==> config.mk <==
export PLATFORM = sky130hd
export DESIGN_NAME = spi_slave_core
export DESIGN_NICKNAME = d
export VERILOG_FILES = /design/src/rtl/spi_slave_core_pkg.sv /design/src/rtl/spi_slv_sync.sv /design/src/rtl/spi_slave_core.sv
export SDC_FILE = /design/constraint.sdc
export NUM_CORES = 1
export LEC_CHECK = 0
export ABC_CLOCK_PERIOD_IN_PS = 2400
export BUFFER_PORTS_ARGS = -buffer_cell sky130_fd_sc_hd__buf_2
export CORE_MARGIN = 4
export CORE_UTILIZATION = 51
export CTS_CLUSTER_SIZE = 24
export DETAILED_ROUTE_END_ITERATION = 10
export PLACE_DENSITY = 0.76
export SLEW_MARGIN = 10
export SYNTH_ARGS = -nofsm -noshare
export SYNTH_HDL_FRONTEND = slang
export SYNTH_SLANG_ARGS = --single-unit
==> constraint.sdc <==
create_clock -name clk_i -period 2.4 [get_ports clk_i]
set_clock_uncertainty 0.2 [all_clocks]
set_input_delay 0.36 -clock clk_i [delete_from_list [all_inputs] [get_ports clk_i]]
set_output_delay 0.36 -clock clk_i [all_outputs]
set_load 0.05 [all_outputs]
==> src/rtl/spi_slave_core_pkg.sv <==
// spi_slave_core_pkg
// Shared SPI definitions for the SPI target engine: data width, transfer-size
// and lane-mode encodings, the FSM state type and the helpers that turn a
// tsize code into the word's MSB index and bit mask.
// No ports.
package spi_slave_core_pkg;

    localparam int SPI_DATA_WIDTH = 32;

    // transfer size: 8/16/24/32 bits
    localparam logic [1:0] SPI_TSIZE_8  = 2'b00;
    localparam logic [1:0] SPI_TSIZE_16 = 2'b01;
    localparam logic [1:0] SPI_TSIZE_24 = 2'b10;
    localparam logic [1:0] SPI_TSIZE_32 = 2'b11;

    // lane modes; QUAD is treated as STD by the target
    localparam logic [1:0] SPI_MODE_STD  = 2'b00;
    localparam logic [1:0] SPI_MODE_DUAL = 2'b01;
    localparam logic [1:0] SPI_MODE_QUAD = 2'b10;

    typedef enum logic {
        ST_IDLE   = 1'b0,
        ST_ACTIVE = 1'b1
    } state_t;

    // index of the word MSB (N-1) for a tsize code
    function automatic logic [4:0] tsize_msb(input logic [1:0] tsize);
        logic [4:0] msb;
        case (tsize)
            SPI_TSIZE_8:  msb = 5'd7;
            SPI_TSIZE_16: msb = 5'd15;
            SPI_TSIZE_24: msb = 5'd23;
            default:      msb = 5'd31;
        endcase
        return msb;
    endfunction

    // ones in bits [msb:0]
    function automatic logic [SPI_DATA_WIDTH-1:0] width_mask(input logic [4:0] msb);
        logic [SPI_DATA_WIDTH-1:0] mask;
        for (int i = 0; i < SPI_DATA_WIDTH; i++) begin
            mask[i] = (i <= int'(msb));
        end
        return mask;
    endfunction

endpackage

==> src/rtl/spi_slv_sync.sv <==
// spi_slv_sync
// Synchronizes the SPI pins into the system clock domain and detects edges on
// the synchronized sck and nss.
// Ports:
//   clk, rst_n            system clock, async active-low reset
//   sck_pin, nss_pin      raw serial clock / chip select
//   io_pin[3:0]           raw pad inputs
//   sck, nss, io[3:0]     synchronized levels
//   sck_rise, sck_fall    one-cycle pulses on synchronized sck edges
//   nss_fall, nss_rise    one-cycle pulses on synchronized nss edges
module spi_slv_sync #(
    parameter int SYNC_STAGES = 2
) (
    input  logic       clk,
    input  logic       rst_n,
    input  logic       sck_pin,
    input  logic       nss_pin,
    input  logic [3:0] io_pin,
    output logic       sck,
    output logic       nss,
    output logic [3:0] io,
    output logic       sck_rise,
    output logic       sck_fall,
    output logic       nss_fall,
    output logic       nss_rise
);

    logic [SYNC_STAGES-1:0] sck_pipe;
    logic [SYNC_STAGES-1:0] nss_pipe;
    logic [3:0]             io_pipe [SYNC_STAGES];
    logic                   sck_d;
    logic                   nss_d;

    // nss resets deselected so reset release never looks like a select
    always_ff @(posedge clk or negedge rst_n) begin
        if (!rst_n) begin
            sck_pipe <= '0;
            nss_pipe <= '1;
            for (int i = 0; i < SYNC_STAGES; i++) io_pipe[i] <= '0;
            sck_d    <= 1'b0;
            nss_d    <= 1'b1;
        end else begin
            sck_pipe   <= {sck_pipe[SYNC_STAGES-2:0], sck_pin};
            nss_pipe   <= {nss_pipe[SYNC_STAGES-2:0], nss_pin};
            io_pipe[0] <= io_pin;
            for (int i = 1; i < SYNC_STAGES; i++) io_pipe[i] <= io_pipe[i-1];
            sck_d      <= sck;
            nss_d      <= nss;
        end
    end

    assign sck      = sck_pipe[SYNC_STAGES-1];
    assign nss      = nss_pipe[SYNC_STAGES-1];
    assign io       = io_pipe[SYNC_STAGES-1];
    assign sck_rise = sck & ~sck_d;
    assign sck_fall = ~sck & sck_d;
    assign nss_fall = ~nss & nss_d;
    assign nss_rise = nss & ~nss_d;

endmodule

==> src/rtl/spi_slave_core.sv <==
// spi_slave_core
// SPI target engine, fully synchronous to clk_i (pins are oversampled).
// Deserializes MOSI (io0) into RX words and serializes TX words onto MISO (io1).
// Optional macro SPI_SLV_DUAL_EN adds mode_i/dir_i and two-lane transfers.
// Ports:
//   clk_i, rst_n_i              system clock, async active-low reset
//   en_i                        core enable
//   cpol_i, cpha_i, lsb_i       SPI mode and bit order (latched at select)
//   tsize_i                     word size 8/16/24/32 (latched at select)
//   spi_sck_i, spi_nss_i        serial clock, chip select (active low)
//   spi_io_in_i/out_o/en_o      pad inputs, outputs, output enables
//   tx_valid_i/tx_data_i/tx_ready_o   TX word stream (ready pulses on consume)
//   rx_valid_o/rx_data_o/rx_ready_i   RX word stream
//   busy_o                      selected and enabled
//   ovr_o, udr_o                RX dropped / TX load with no word
//   mode_i, dir_i               (SPI_SLV_DUAL_EN only) lane mode, direction
//
// state  | meaning
// IDLE   | not selected; pads released, waiting for nss fall with en_i
// ACTIVE | selected; shifting on sck edges, words complete every N samples
module spi_slave_core
    import spi_slave_core_pkg::*;
#(
    parameter int DATA_WIDTH  = SPI_DATA_WIDTH,
    parameter int SYNC_STAGES = 2
) (
    input  logic                  clk_i,
    input  logic                  rst_n_i,
    input  logic                  en_i,
    input  logic                  cpol_i,
    input  logic                  cpha_i,
    input  logic                  lsb_i,
    input  logic [1:0]            tsize_i,
`ifdef SPI_SLV_DUAL_EN
    input  logic [1:0]            mode_i,
    input  logic                  dir_i,
`endif
    input  logic                  spi_sck_i,
    input  logic                  spi_nss_i,
    input  logic [3:0]            spi_io_in_i,
    output logic [3:0]            spi_io_out_o,
    output logic [3:0]            spi_io_en_o,
    input  logic                  tx_valid_i,
    input  logic [DATA_WIDTH-1:0] tx_data_i,
    output logic                  tx_ready_o,
    output logic                  rx_valid_o,
    output logic [DATA_WIDTH-1:0] rx_data_o,
    input  logic                  rx_ready_i,
    output logic                  busy_o,
    output logic                  ovr_o,
    output logic                  udr_o
);

    logic       sck_s, nss_s, sck_rise, sck_fall, nss_fall, nss_rise;
    logic [3:0] io_s;

    spi_slv_sync #(.SYNC_STAGES(SYNC_STAGES)) u_sync (
        .clk      (clk_i),
        .rst_n    (rst_n_i),
        .sck_pin  (spi_sck_i),
        .nss_pin  (spi_nss_i),
        .io_pin   (spi_io_in_i),
        .sck      (sck_s),
        .nss      (nss_s),
        .io       (io_s),
        .sck_rise (sck_rise),
        .sck_fall (sck_fall),
        .nss_fall (nss_fall),
        .nss_rise (nss_rise)
    );

    state_t state, state_next;
    logic   start, abort;

    logic                  cpol_q, cpha_q, lsb_q;
    logic [1:0]            tsize_q;
    logic                  cpol_e, cpha_e, lsb_e;
    logic [1:0]            tsize_e;
    logic                  dual_e, dir_e;
    logic [4:0]            msb, last_cnt, bit_cnt;
    logic [DATA_WIDTH-1:0] mask, tx_sr, rx_sr, rx_next, rx_word, tx_shifted;
    logic                  lead, trail, run, sample_edge, shift_edge;
    logic                  rx_enable, tx_enable, load, word_done, wrap;
    logic                  out1, out0;
    logic [3:0]            io_en;
    logic                  unused_io;

    assign unused_io = ^{io_s[3:2], sck_s, nss_rise};

    // Before selection the live inputs apply, so the select-cycle load sees
    // the mode being latched in that same cycle.
    assign cpol_e  = (state == ST_IDLE) ? cpol_i  : cpol_q;
    assign cpha_e  = (state == ST_IDLE) ? cpha_i  : cpha_q;
    assign lsb_e   = (state == ST_IDLE) ? lsb_i   : lsb_q;
    assign tsize_e = (state == ST_IDLE) ? tsize_i : tsize_q;

`ifdef SPI_SLV_DUAL_EN
    logic dual_q, dir_q;
    assign dual_e = (state == ST_IDLE) ? (mode_i == SPI_MODE_DUAL) : dual_q;
    assign dir_e  = (state == ST_IDLE) ? dir_i : dir_q;
`else
    assign dual_e = 1'b0;
    assign dir_e  = 1'b0;
`endif

    always_ff @(posedge clk_i or negedge rst_n_i) begin
        if (!rst_n_i) state <= ST_IDLE;
        else          state <= state_next;
    end

    always_comb begin
        state_next = state;
        start      = 1'b0;
        abort      = 1'b0;
        case (state)
            ST_IDLE: begin
                if (en_i && nss_fall) begin
                    state_next = ST_ACTIVE;
                    start      = 1'b1;
                end
            end
            ST_ACTIVE: begin
                if (!en_i || nss_s) begin
                    state_next = ST_IDLE;
                    abort      = 1'b1;
                end
            end
            default: state_next = ST_IDLE;
        endcase
    end

    assign msb       = tsize_msb(tsize_e);
    assign mask      = width_mask(msb);
    assign last_cnt  = dual_e ? (msb >> 1) : msb;
    assign rx_enable = !(dual_e && dir_e);
    assign tx_enable = !(dual_e && !dir_e);

    assign lead        = cpol_e ? sck_fall : sck_rise;
    assign trail       = cpol_e ? sck_rise : sck_fall;
    assign run         = (state == ST_ACTIVE) && !abort;
    assign sample_edge = run && (cpha_e ? trail : lead);
    assign shift_edge  = run && (cpha_e ? lead : trail);
    assign wrap        = (bit_cnt == last_cnt);
    assign word_done   = sample_edge && wrap && rx_enable;
    assign load        = tx_enable && ((start && !cpha_i) || (shift_edge && bit_cnt == 5'd0));

    always_comb begin
        rx_next = rx_sr;
        if (lsb_e) begin
            if (dual_e) begin
                rx_next            = rx_sr >> 2;
                rx_next[msb]       = io_s[1];
                rx_next[msb-5'd1]  = io_s[0];
            end else begin
                rx_next      = rx_sr >> 1;
                rx_next[msb] = io_s[0];
            end
        end else begin
            if (dual_e) rx_next = {rx_sr[DATA_WIDTH-3:0], io_s[1], io_s[0]};
            else        rx_next = {rx_sr[DATA_WIDTH-2:0], io_s[0]};
        end
    end

    assign rx_word    = rx_next & mask;
    assign tx_shifted = lsb_e ? (tx_sr >> (dual_e ? 2 : 1)) : (tx_sr << (dual_e ? 2 : 1));

    always_ff @(posedge clk_i or negedge rst_n_i) begin
        if (!rst_n_i) begin
            cpol_q     <= 1'b0;
            cpha_q     <= 1'b0;
            lsb_q      <= 1'b0;
            tsize_q    <= 2'b00;
`ifdef SPI_SLV_DUAL_EN
            dual_q     <= 1'b0;
            dir_q      <= 1'b0;
`endif
            bit_cnt    <= '0;
            rx_sr      <= '0;
            tx_sr      <= '0;
            rx_data_o  <= '0;
            rx_valid_o <= 1'b0;
            tx_ready_o <= 1'b0;
            ovr_o      <= 1'b0;
            udr_o      <= 1'b0;
        end else begin
            tx_ready_o <= 1'b0;
            ovr_o      <= 1'b0;
            udr_o      <= 1'b0;

            if (start) begin
                cpol_q  <= cpol_i;
                cpha_q  <= cpha_i;
                lsb_q   <= lsb_i;
                tsize_q <= tsize_i;
`ifdef SPI_SLV_DUAL_EN
                dual_q  <= (mode_i == SPI_MODE_DUAL);
                dir_q   <= dir_i;
`endif
            end

            if (start || abort) begin
                bit_cnt <= '0;
                rx_sr   <= '0;
            end else if (sample_edge) begin
                bit_cnt <= wrap ? 5'd0 : bit_cnt + 5'd1;
                if (rx_enable) rx_sr <= wrap ? '0 : rx_next;
            end

            // a load replaces the shift on the first shift edge of each word
            if (load) begin
                tx_sr <= tx_valid_i ? (tx_data_i & mask) : '0;
                if (tx_valid_i) tx_ready_o <= 1'b1;
                else            udr_o      <= 1'b1;
            end else if (shift_edge) begin
                tx_sr <= tx_shifted;
            end

            if (word_done) begin
                if (!rx_valid_o || rx_ready_i) begin
                    rx_data_o  <= rx_word;
                    rx_valid_o <= 1'b1;
                end else begin
                    ovr_o <= 1'b1;
                end
            end else if (rx_valid_o && rx_ready_i) begin
                rx_valid_o <= 1'b0;
            end
        end
    end

    assign out1 = dual_e ? (lsb_e ? tx_sr[1] : tx_sr[msb])
                         : (lsb_e ? tx_sr[0] : tx_sr[msb]);
    assign out0 = dual_e && (lsb_e ? tx_sr[0] : tx_sr[msb-5'd1]);

    assign io_en        = (state != ST_ACTIVE) ? 4'b0000 :
                          dual_e ? (dir_e ? 4'b0011 : 4'b0000) : 4'b0010;
    assign spi_io_en_o  = io_en;
    assign spi_io_out_o = {2'b00, out1, out0} & io_en;
    assign busy_o       = (state == ST_ACTIVE);

endmodule

-- Word-level counts from Yosys, hierarchy flattened
Index checks and enable logic that the tools add are counted.
- flip-flop bits (word level): 119
- bits in latches: 0
- bits in writable memories: 0
- bits in read-only memories: 0
- bits of input ports: 48
- output and inout bits: 45
- memories kept: 0
- add/sub/neg operators: 1
- $mul: 0
- div/mod/pow operators: 0
- order comparisons: 33
- equality and inequality tests: 4
- shifts and indexed selects: 0
- multiplexer cells: 42
- bitwise gates (word level): 10
- reduce and logical (&&, ||, !) cells: 24
- operators by type and width (operator ; number):
    32-bit 2-to-1 mux ; 8
    5-bit <= comparator (first input constant) ; 16
    32-bit bitwise AND ; 2
    4-bit by 5-bit <= comparator with 1-bit output (first input constant) ; 8
    32-bit bitwise mux ; 1
    1-bit 2-to-1 mux ; 24
    3-bit by 5-bit <= comparator with 1-bit output (first input constant) ; 4
    5-bit 2-to-1 mux ; 3
    5-bit one-hot mux with 3 select lines ; 1
    2-bit by 5-bit <= comparator with 1-bit output (first input constant) ; 2
    1-bit logical AND ; 9
    5-bit by 6-bit less-than comparator with 1-bit output (second input constant) ; 1
    2-bit nonzero test ; 3
    5-bit by 1-bit adder with 5-bit output (second input constant) ; 1
    1-bit binary-select mux with 5-bit select ; 1
    1-bit demux with 5-bit select ; 1
    5-bit equality test ; 1
    5-bit by 1-bit greater-or-equal comparator with 1-bit output (second input constant) ; 1
    1-bit by 5-bit <= comparator with 1-bit output (first input constant) ; 1
    5-bit zero test ; 1
    1-bit zero test ; 4
    1-bit logical OR ; 4
    2-bit 2-to-1 mux ; 2
    1-bit NOT ; 4
    8 further kinds ; 11

-- Depth between registers and ports, before layout
Gate-level depths: netlist (run 1).
- depth after elaboration: 12
- gate-level depth with buffers: 9
- mapped depth without buffers: 7

-- Cells and area by module
From an unflattened synthesis (run 1), not the netlist that was laid out.
- cell total of the unflattened synthesis: 611
- area, all modules: 6035.8 um^2
- modules (own cells, without submodules) (module ; instances ; cells an instance ; area an instance (um^2) ; seq. area each (um^2)):
    spi_slave_core ; 1 ; 589 ; 5616.6 ; 2777.7
    spi_slv_sync ; 1 ; 22 ; 419.2 ; 354.1

-- Worst setup path before layout (run 1)
Ideal clock, no wire load.
- path kind: register to output
- start point: register state, in the netlist busy_o
- end point: output port spi_io_out_o[1]
- arrival: 2.357 ns
- setup slack: -0.517 ns
- stages on the path, launching flop included: 7
- path buffers: 2
- cell sequence: dfrtp_1 > buf_6 > mux2i_1 > clkbuf_1 > mux4_2 > mux2i_1 > nor2_1
- cells in the longest elaborated chain, start to end: 7
- elaborated cells between the ends (all ways): 11
- classes of those cells: 2 x eq/ne; 7 x mux; 1 x bitwise; 1 x reduce/logical
- ends and longest elaborated chain (item ; RTL line ; source):
    from (decl) ; spi_slave_core.sv:72 ; state_t state, state_next;
    from (signal assigned) ; spi_slave_core.sv:108 ; else state <= state_next;
    2-bit 2-to-1 mux ; spi_slave_core.sv:95 ; assign tsize_e = (state == ST_IDLE) ? tsize_i : tsize_q;
    2-bit equality test (tied with other cells) ; spi_slave_core_pkg.sv:29 ; case (tsize)
    5-bit one-hot mux with 3 select lines ; spi_slave_core_pkg.sv:29 ;
    1-bit binary-select mux with 5-bit select ; spi_slave_core.sv:232 ; : (lsb_e ? tx_sr[0] : tx_sr[msb]);
    1-bit 2-to-1 mux (implied by the code) ; spi_slave_core.sv:232 ;
    1-bit 2-to-1 mux ; spi_slave_core.sv:232 ;
    2-bit bitwise AND * ; spi_slave_core.sv:238 ; assign spi_io_out_o = {2'b00, out1, out0} & io_en;
    to (decl) ; spi_slave_core.sv:41 ; output logic [3:0] spi_io_out_o,
Every way passes the cells marked *; elsewhere a longest branch is shown, timed or not. The select of a mux whose other input is x is not followed.

-- Final worst setup path (run 1)
- start point: register state, in the netlist busy_o
- end point: register rx_data_o[27]
- cells in the longest elaborated chain, start to end: 10
- elaborated cells between the ends (all ways): 27
- classes of those cells: 3 x order compare; 3 x eq/ne; 13 x mux; 1 x bitwise; 7 x reduce/logical
- ends and longest elaborated chain (item ; RTL line ; source):
    2-bit 2-to-1 mux ; spi_slave_core.sv:95 ;
    2-bit equality test (tied with other cells) ; spi_slave_core_pkg.sv:29 ;
    5-bit one-hot mux with 3 select lines ; spi_slave_core_pkg.sv:29 ;
    5-bit by 6-bit less-than comparator with 1-bit output (implied by the code) / 5-bit by 1-bit greater-or-equal comparator with 1-bit output (equally long branches) ; spi_slave_core.sv:156 ; rx_next[msb] = io_s[0];
    1-bit logical AND (implied by the code) ; spi_slave_core.sv:156 ;
    1-bit 2-to-1 mux (implied by the code) ; spi_slave_core.sv:156 ;
    1-bit demux with 5-bit select ; spi_slave_core.sv:156 ;
    32-bit bitwise mux ; spi_slave_core.sv:156 ;
    32-bit 2-to-1 mux ; spi_slave_core.sv:149 ; if (lsb_e) begin
    32-bit bitwise AND ; spi_slave_core.sv:164 ; assign rx_word = rx_next & mask;
    to (signal assigned) ; spi_slave_core.sv:220 ; rx_data_o <= rx_word;
    to (decl) ; spi_slave_core.sv:47 ; output logic [DATA_WIDTH-1:0] rx_data_o,
Parallel ways exist; a longest one is shown, timed or not.
A chain may end at the register's enable or synchronous reset.

==> results.json, run 1 <==
{
  "status": "complete, but fails checks",
  "failed_checks": "setup timing",
  "synth_top_cells_by_count": "nand2_1, dfrtp_1, nor2_1",
  "crit_chain": "mux2i_4 > buf_4 > xnor2_2 > or3_4 > nor3b_4 > buf_6 > buf_12 > mux2_2",
  "die_width_um": 114,
  "drv_cap": 0,
  "drc": 0,
  "netlist.area_leader.share": 0.503,
  "first_pass_iters": 5,
  "gr-total-overflow": 0,
  "synth.distinct_cells": 48,
  "vias": 4987,
  "grt_use_total": 0.239,
  "cts_tree": "done",
  "final_max_slew_viol_count": 0,
  "slew_headroom": 0.561,
  "ys_ff_latch": 119,
  "crit_fanout": 8,
  "ys_seq_area_frac": 0.517,
  "ios": 93,
  "place_congestion": 0.808,
  "r2r-start": "busy_o",
  "slowest_delay_ns": 0.44,
  "numPortBuffers": 83,
  "yosysMostFrequentCell": "nand2_1",
  "antenna_found_initial": 0,
  "worstSetupEndpointType": "flip-flop",
  "via_per_inst": 5.81,
  "instances_no_fill": 859,
  "cts_buffers": 17,
  "grt_pass1_vias": 5030,
  "die-area_sq_um": 13100,
  "whs_path_depth": 3,
  "ant_nets": 0,
  "post_dp_cell_area_sq_um": 6470,
  "avgSynthCellArea_sq_um": 9.52,
  "hold_slack_ns": 0.0179,
  "insertion_delay_ns": 0.42,
  "dr_wl_met3_um": 957,
  "synth-main-ff-cell": "dfrtp_1",
  "grt_pass1_wl_mm": 24.7,
  "grt_setup_unrepaired": "true",
  "final_nets": 756,
  "row_count": 38,
  "drive_gt1_frac": 0.281,
  "synth.area.top_cells": "dfrtp_1, nand2_1, mux2_2, a21oi_1, mux2i_1",
  "core_sq_um": 10900,
  "timing.rr.end": "rx_data_o[27]",
  "crit_slowest_cell": "dfrtp_2",
  "h-tree-depth": 4,
  "min_to": "lsb_q",
  "antenna_cells": 0,
  "grt_max_degree": 66,
  "ir_worst_vdd_mv": 0.439,
  "synth.largest_area_cell": "dfrtp_1",
  "utilization": 0.668,
  "syn_area_sq_um": 5770,
  "dp_cells": 812,
  "hold_viol_final": 0,
  "highest_layer": "met4",
  "routed-wl-met2_mm": 7.56,
  "startpoint_type": "flip-flop",
  "cts.sinks": 119,
  "crit_type": "reg -> reg",
  "fin_tns_setup_ns": -7.68,
  "place_hpwl_mm": 9.20,
  "p_per_area_nw_per_um2": 785,
  "rr_worst_depth": 8,
  "crit_required_ns": 2.49,
  "synth_edf_count": 0,
  "leakagePower_nw": 3.54,
  "tightest_slew_ns": 0.659,
  "clk_path_buf_depth": 2,
  "hold_path.class": "in -> reg",
  "setup_viol": 33,
  "hp-start": "lsb_i",
  "fmax_mhz": 372,
  "post-route-cell-area_sq_um": 7300,
  "area_growth_pct": 26.5,
  "finalCritPeriodShare": 1.12,
  "initial_utilization": 0.528,
  "wl_per_cell_um": 17.3,
  "m1WireLength_mm": 6.06,
  "cts.root.buffer_cell": "clkbuf_16",
  "synth_warnings": 0,
  "drt-initial-drc-count": 348,
  "synthCells": 606,
  "layout_min_cycle_time_ns": 2.69,
  "reg2reg_slack_ns": -0.29,
  "routed_wl_mm": 14.9,
  "setup_ws_ns": -0.286,
  "async_reset_ff_frac": 1.00,
  "clk_pin_slew_ns": 0.06,
  "crit_arrival_ns": 2.78,
  "die_h_um": 114
}
==> layout by cell type, fill, tap and decap left out, types with 3 or more instances in the layout <==
cell	instances
a21oi_1	63
a22o_1	10
a31oi_1	33
buf_12	8
buf_2	81
buf_4	21
buf_6	5
bufinv_16	3
clkbuf_16	18
clkbuf_8	4
clkinv_2	3
clkinvlp_4	3
conb_1	6
dfrtp_1	115
dfstp_2	3
dlygate4sd3_1	5
inv_1	4
mux2_2	34
mux2i_1	26
nand2_1	132
nor2_1	64
nor2b_1	5
o21ai_0	27
==> metrics by stage <==
step | total power [mW] | setup slack (ns)
finish | 5.73 | -0.286
CTS | 5.73 | -0.278
global route | 5.96 | -0.344
floorplan | 2.80 | -0.177
global placement | 3.03 | 0.0517
detailed placement | 3.07 | 0.00979
==> worst max-delay path, delay by kind of cell (launching register included) <==
kind | cells | cell delay [ns]
xor gates and xnor gates | 1 | 0.14
buffers and inverters | 3 | 0.49
DFF | 1 | 0.44
muxes | 2 | 0.54
and+or+nand+nor | 2 | 0.74
==> state kept, by name, indices dropped and copies added, names as in the netlist <==
signal           cells
busy_o               1
u_sync.nss_pipe      2
lsb_q                1
cpol_q               1
u_sync.io_pipe       1
rx_sr               32
u_sync.nss_d         1
tx_sr               32
tsize_q              2
u_sync.io            1
rx_valid_o           1
rx_data_o           32
cpha_q               1
tx_ready_o           1
u_sync.sck_d         1
udr_o                1
ovr_o                1
u_sync.sck_pipe      2
bit_cnt              5
==> metal layers <==
metal / GRT usage / vias up
li1: - / 2290
met1: 0.305 / 2445
met4: 0.0871 / 0
met2: 0.395 / 221
met3: 0.0624 / 31
met5: 0 / -
==> timing repair <==
| action | 4_1_cts | 5_1_grt |
|---|---|---|
| resized for setup | 7 | 6 |
| setup endpoints to repair | 3 | 64 |
| hold buffers | 5 | 0 |
| gates cloned | 2 | 1 |
| pin swaps | 0 | 1 |
| hold endpoints to repair | 44 | 0 |
| setup buffers | 4 | 4 |
==> area by class of cell <==
type                            count  area (sq um)
Fill cell                         811          3640
Tap cell                          140           175
Sequential cell                   119          2980
Timing Repair Buffer              122           882
Clock buffer                       21           480
Inverter                            4          15.0
Multi-Input combinational cell    442          2620
Clock inverter                     11           145
==> power breakdown <==
group | leakage [nW] | internal, mW | total (mW) | switching [mW]
clock network | 0.301 | 1.74 | 2.66 | 0.917
logic | 1.68 | 0.290 | 0.728 | 0.438
registers | 1.56 | 2.18 | 2.34 | 0.159
total | 3.54 | 4.21 | 5.73 | 1.51
==> logic make-up (layout without fill, tap and decap cells) <==
family / Yosys count / after routing / share of synthesized area
flip-flops: 119 / 119 / 0.517
other: 1 / 6 / 0.000650
AND/OR/NAND/NOR: 220 / 220 / 0.158
buffers and inverters: 50 / 158 / 0.0440
XOR/XNOR: 5 / 5 / 0.00759
adder cells (fa/ha/maj): 2 / 2 / 0.00433
AO/OA/AOI/OAI: 146 / 146 / 0.148
multiplexers: 63 / 63 / 0.121
==> worst max path at each step <==
stage	cells past startpoint	from	endpoint
final	8	busy_o	rx_data_o[27]
after global placement	6	busy_o	rx_data_o[0]
after CTS	6	busy_o	spi_io_out_o[1]
after floorplan	7	busy_o	rx_data_o[0]
after global routing	6	busy_o	spi_io_out_o[1]
after detailed placement	6	busy_o	rx_data_o[0]
No activity file was read; power rests on OpenSTA's default activity.
==> run 2: changes to the inputs <==
CTS_CLUSTER_DIAMETER = 30   (was default)
GPL_TIMING_DRIVEN = 0   (was default)
==> results.json, run 2 (synthesis gave the netlist of run 1 again) <==
{
  "insertion_delay_ns": 0.42,
  "fin_tns_setup_ns": -7.96,
  "setup_viol": 33,
  "ant_nets": 0,
  "slowest_delay_ns": 0.44,
  "drc": 0,
  "worstSetupEndpointType": "output pin",
  "p_clk_frac": 0.449,
  "hold_path.class": "in -> reg",
  "die-area_sq_um": 13100,
  "antenna_cells": 0,
  "reg2reg_slack_ns": -0.29,
  "fmax_mhz": 364,
  "startpoint_type": "flip-flop",
  "place_congestion": 0.840,
  "cts.sinks": 119,
  "via_per_inst": 5.83,
  "first_pass_iters": 5,
  "internal_power_mw": 4.14,
  "crit_type": "reg -> out",
  "crit_fanout": 10,
  "vias": 5220,
  "drv_cap": 0,
  "swShare": 0.269,
  "layout_min_cycle_time_ns": 2.75,
  "power_frac_comb": 0.137,
  "ir_worst_vdd_mv": 0.490,
  "tightest_slew_ns": 0.613,
  "timing.rr.end": "rx_data_o[31]",
  "reg.largest.list": "rx_data_o x32, rx_sr x32, tx_sr x32",
  "grt_use_total": 0.239,
  "post-route-cell-area_sq_um": 7630,
  "setup_ws_ns": -0.348,
  "gr-total-overflow": 0,
  "die_width_um": 114,
  "initial_utilization": 0.528,
  "grt_pass1_vias": 4959,
  "crit_slowest_cell": "dfrtp_2",
  "place_hpwl_mm": 9.80,
  "switching_power_mw": 1.52,
  "cts_buffers": 17,
  "row_count": 38,
  "final_max_slew_viol_count": 0,
  "hold_viol_final": 0,
  "wl_per_cell_um": 18.0,
  "routed_wl_mm": 16.1,
  "crit_required_ns": 1.84,
  "die_h_um": 114,
  "slew_headroom": 0.590,
  "clk_path_buf_depth": 2,
  "antenna_found_initial": 0,
  "finalCritPeriodShare": 1.15,
  "final_nets": 793,
  "hp-start": "tsize_i[0]",
  "cts_tree": "done",
  "drt-initial-drc-count": 502,
  "grt_pass1_wl_mm": 24.6,
  "hold_slack_ns": 0.0267,
  "whs_path_depth": 3,
  "leakagePower_nw": 3.70,
  "cts.root.buffer_cell": "clkbuf_16",
  "p_per_area_nw_per_um2": 742,
  "r2r-start": "busy_o",
  "grt_max_degree": 74,
  "crit_arrival_ns": 2.19,
  "status": "complete, but fails checks",
  "post_dp_cell_area_sq_um": 6410,
  "failed_checks": "setup timing",
  "area_growth_pct": 32.2,
  "h-tree-depth": 4,
  "power_frac_seq": 0.414,
  "ios": 93,
  "drive_gt1_frac": 0.303,
  "min_to": "tsize_q[0]",
  "crit_chain": "mux2i_2 > clkbuf_8 > mux4_2 > mux2i_1 > nor2_2 > buf_6",
  "core_sq_um": 10900,
  "final_common_cell": "nand2_1",
  "numPortBuffers": 82,
  "final_cell_mix": "nand2_1, dfrtp_1, buf_2",
  "clk_pin_slew_ns": 0.05,
  "rr_worst_depth": 9,
  "grt_setup_unrepaired": "true"
}
==> run 2: cell count changes in the layout (fill, tap and decap cells not counted), moves of 2 or more <==
cell | before | now
clkinvlp_4 | 3 | 1
buf_2 | 81 | 83
dlygate4sd3_1 | 5 | 8
clkinv_2 | 3 | 6
mux2_4 | 0 | 32
clkbuf_2 | 0 | 17
mux2_2 | 34 | 2
clkbuf_1 | 0 | 9
buf_12 | 8 | 6
clkbuf_8 | 4 | 2
buf_4 | 21 | 28
==> run 2: repair_timing <==
action / in CTS / in global routing
buffers inserted: 14 / 10
gates resized for setup: 71 / 32
cloned: 2 / 1
pin swaps: 4 / 6
endpoints found under the setup margin: 98 / 102
hold buffers: 8 / 0
endpoints found under the hold margin: 53 / 0
==> run 2: stage by stage <==
step	std cells	util	worst slack, ns	power [mW]
after CTS	888	0.684	-0.301	5.60
after detailed placement	834	0.586	-0.308	3.04
after floorplan	611	-	-0.177	2.80
after global placement	833	0.583	-0.873	3.00
after global routing	896	0.698	-0.436	5.87
final	896	0.698	-0.348	5.66
==> run 2: worst max path at each step <==
stage	startpoint	end	cells past startpoint
2_1_floorplan	busy_o	rx_data_o[0]	7
3_3_place_gp	rst_n_i	busy_o	1
3_5_place_dp	busy_o	spi_io_out_o[1]	7
4_1_cts	busy_o	spi_io_out_o[1]	5
5_1_grt	busy_o	spi_io_out_o[1]	6
6_report	busy_o	spi_io_out_o[1]	6
==> run 2: routing by layer <==
layer,vias to the layer above,wire length [um],global-route usage
met4,0,487,0.103
met3,48,1160,0.0544
met2,259,7840,0.383
li1,2369,-,-
met5,-,0,0
met1,2544,6620,0.313
==> run 2: critical path, delay by kind of cell, from the launching register on <==
kind                   cells  cell delay, ns
buffers and inverters      2            0.41
DFF                        1            0.44
muxes                      3            0.86
and+or+nand+nor            1            0.07
==> run 2: cell type report <==
| cell class | count | area [sq um] |
|---|---|---|
| multi-input cells | 442 | 2760 |
| fillers | 782 | 3310 |
| plain buffers | 43 | 289 |
| flip-flops and latches | 119 | 2980 |
| clock buffers | 22 | 454 |
| inverters | 4 | 15.0 |
| clock inverters | 10 | 128 |
| well taps | 140 | 175 |
| repair buffers | 116 | 825 |
==> run 2: power by group through the flow <==
stage,Clock [mW],Combinational [mW],Sequential [mW]
after floorplan,0,0.476,2.33
after global placement,0,0.649,2.35
after detailed placement,0,0.679,2.36
after CTS,2.54,0.729,2.33
after global routing,2.66,0.850,2.36
final,2.54,0.776,2.34
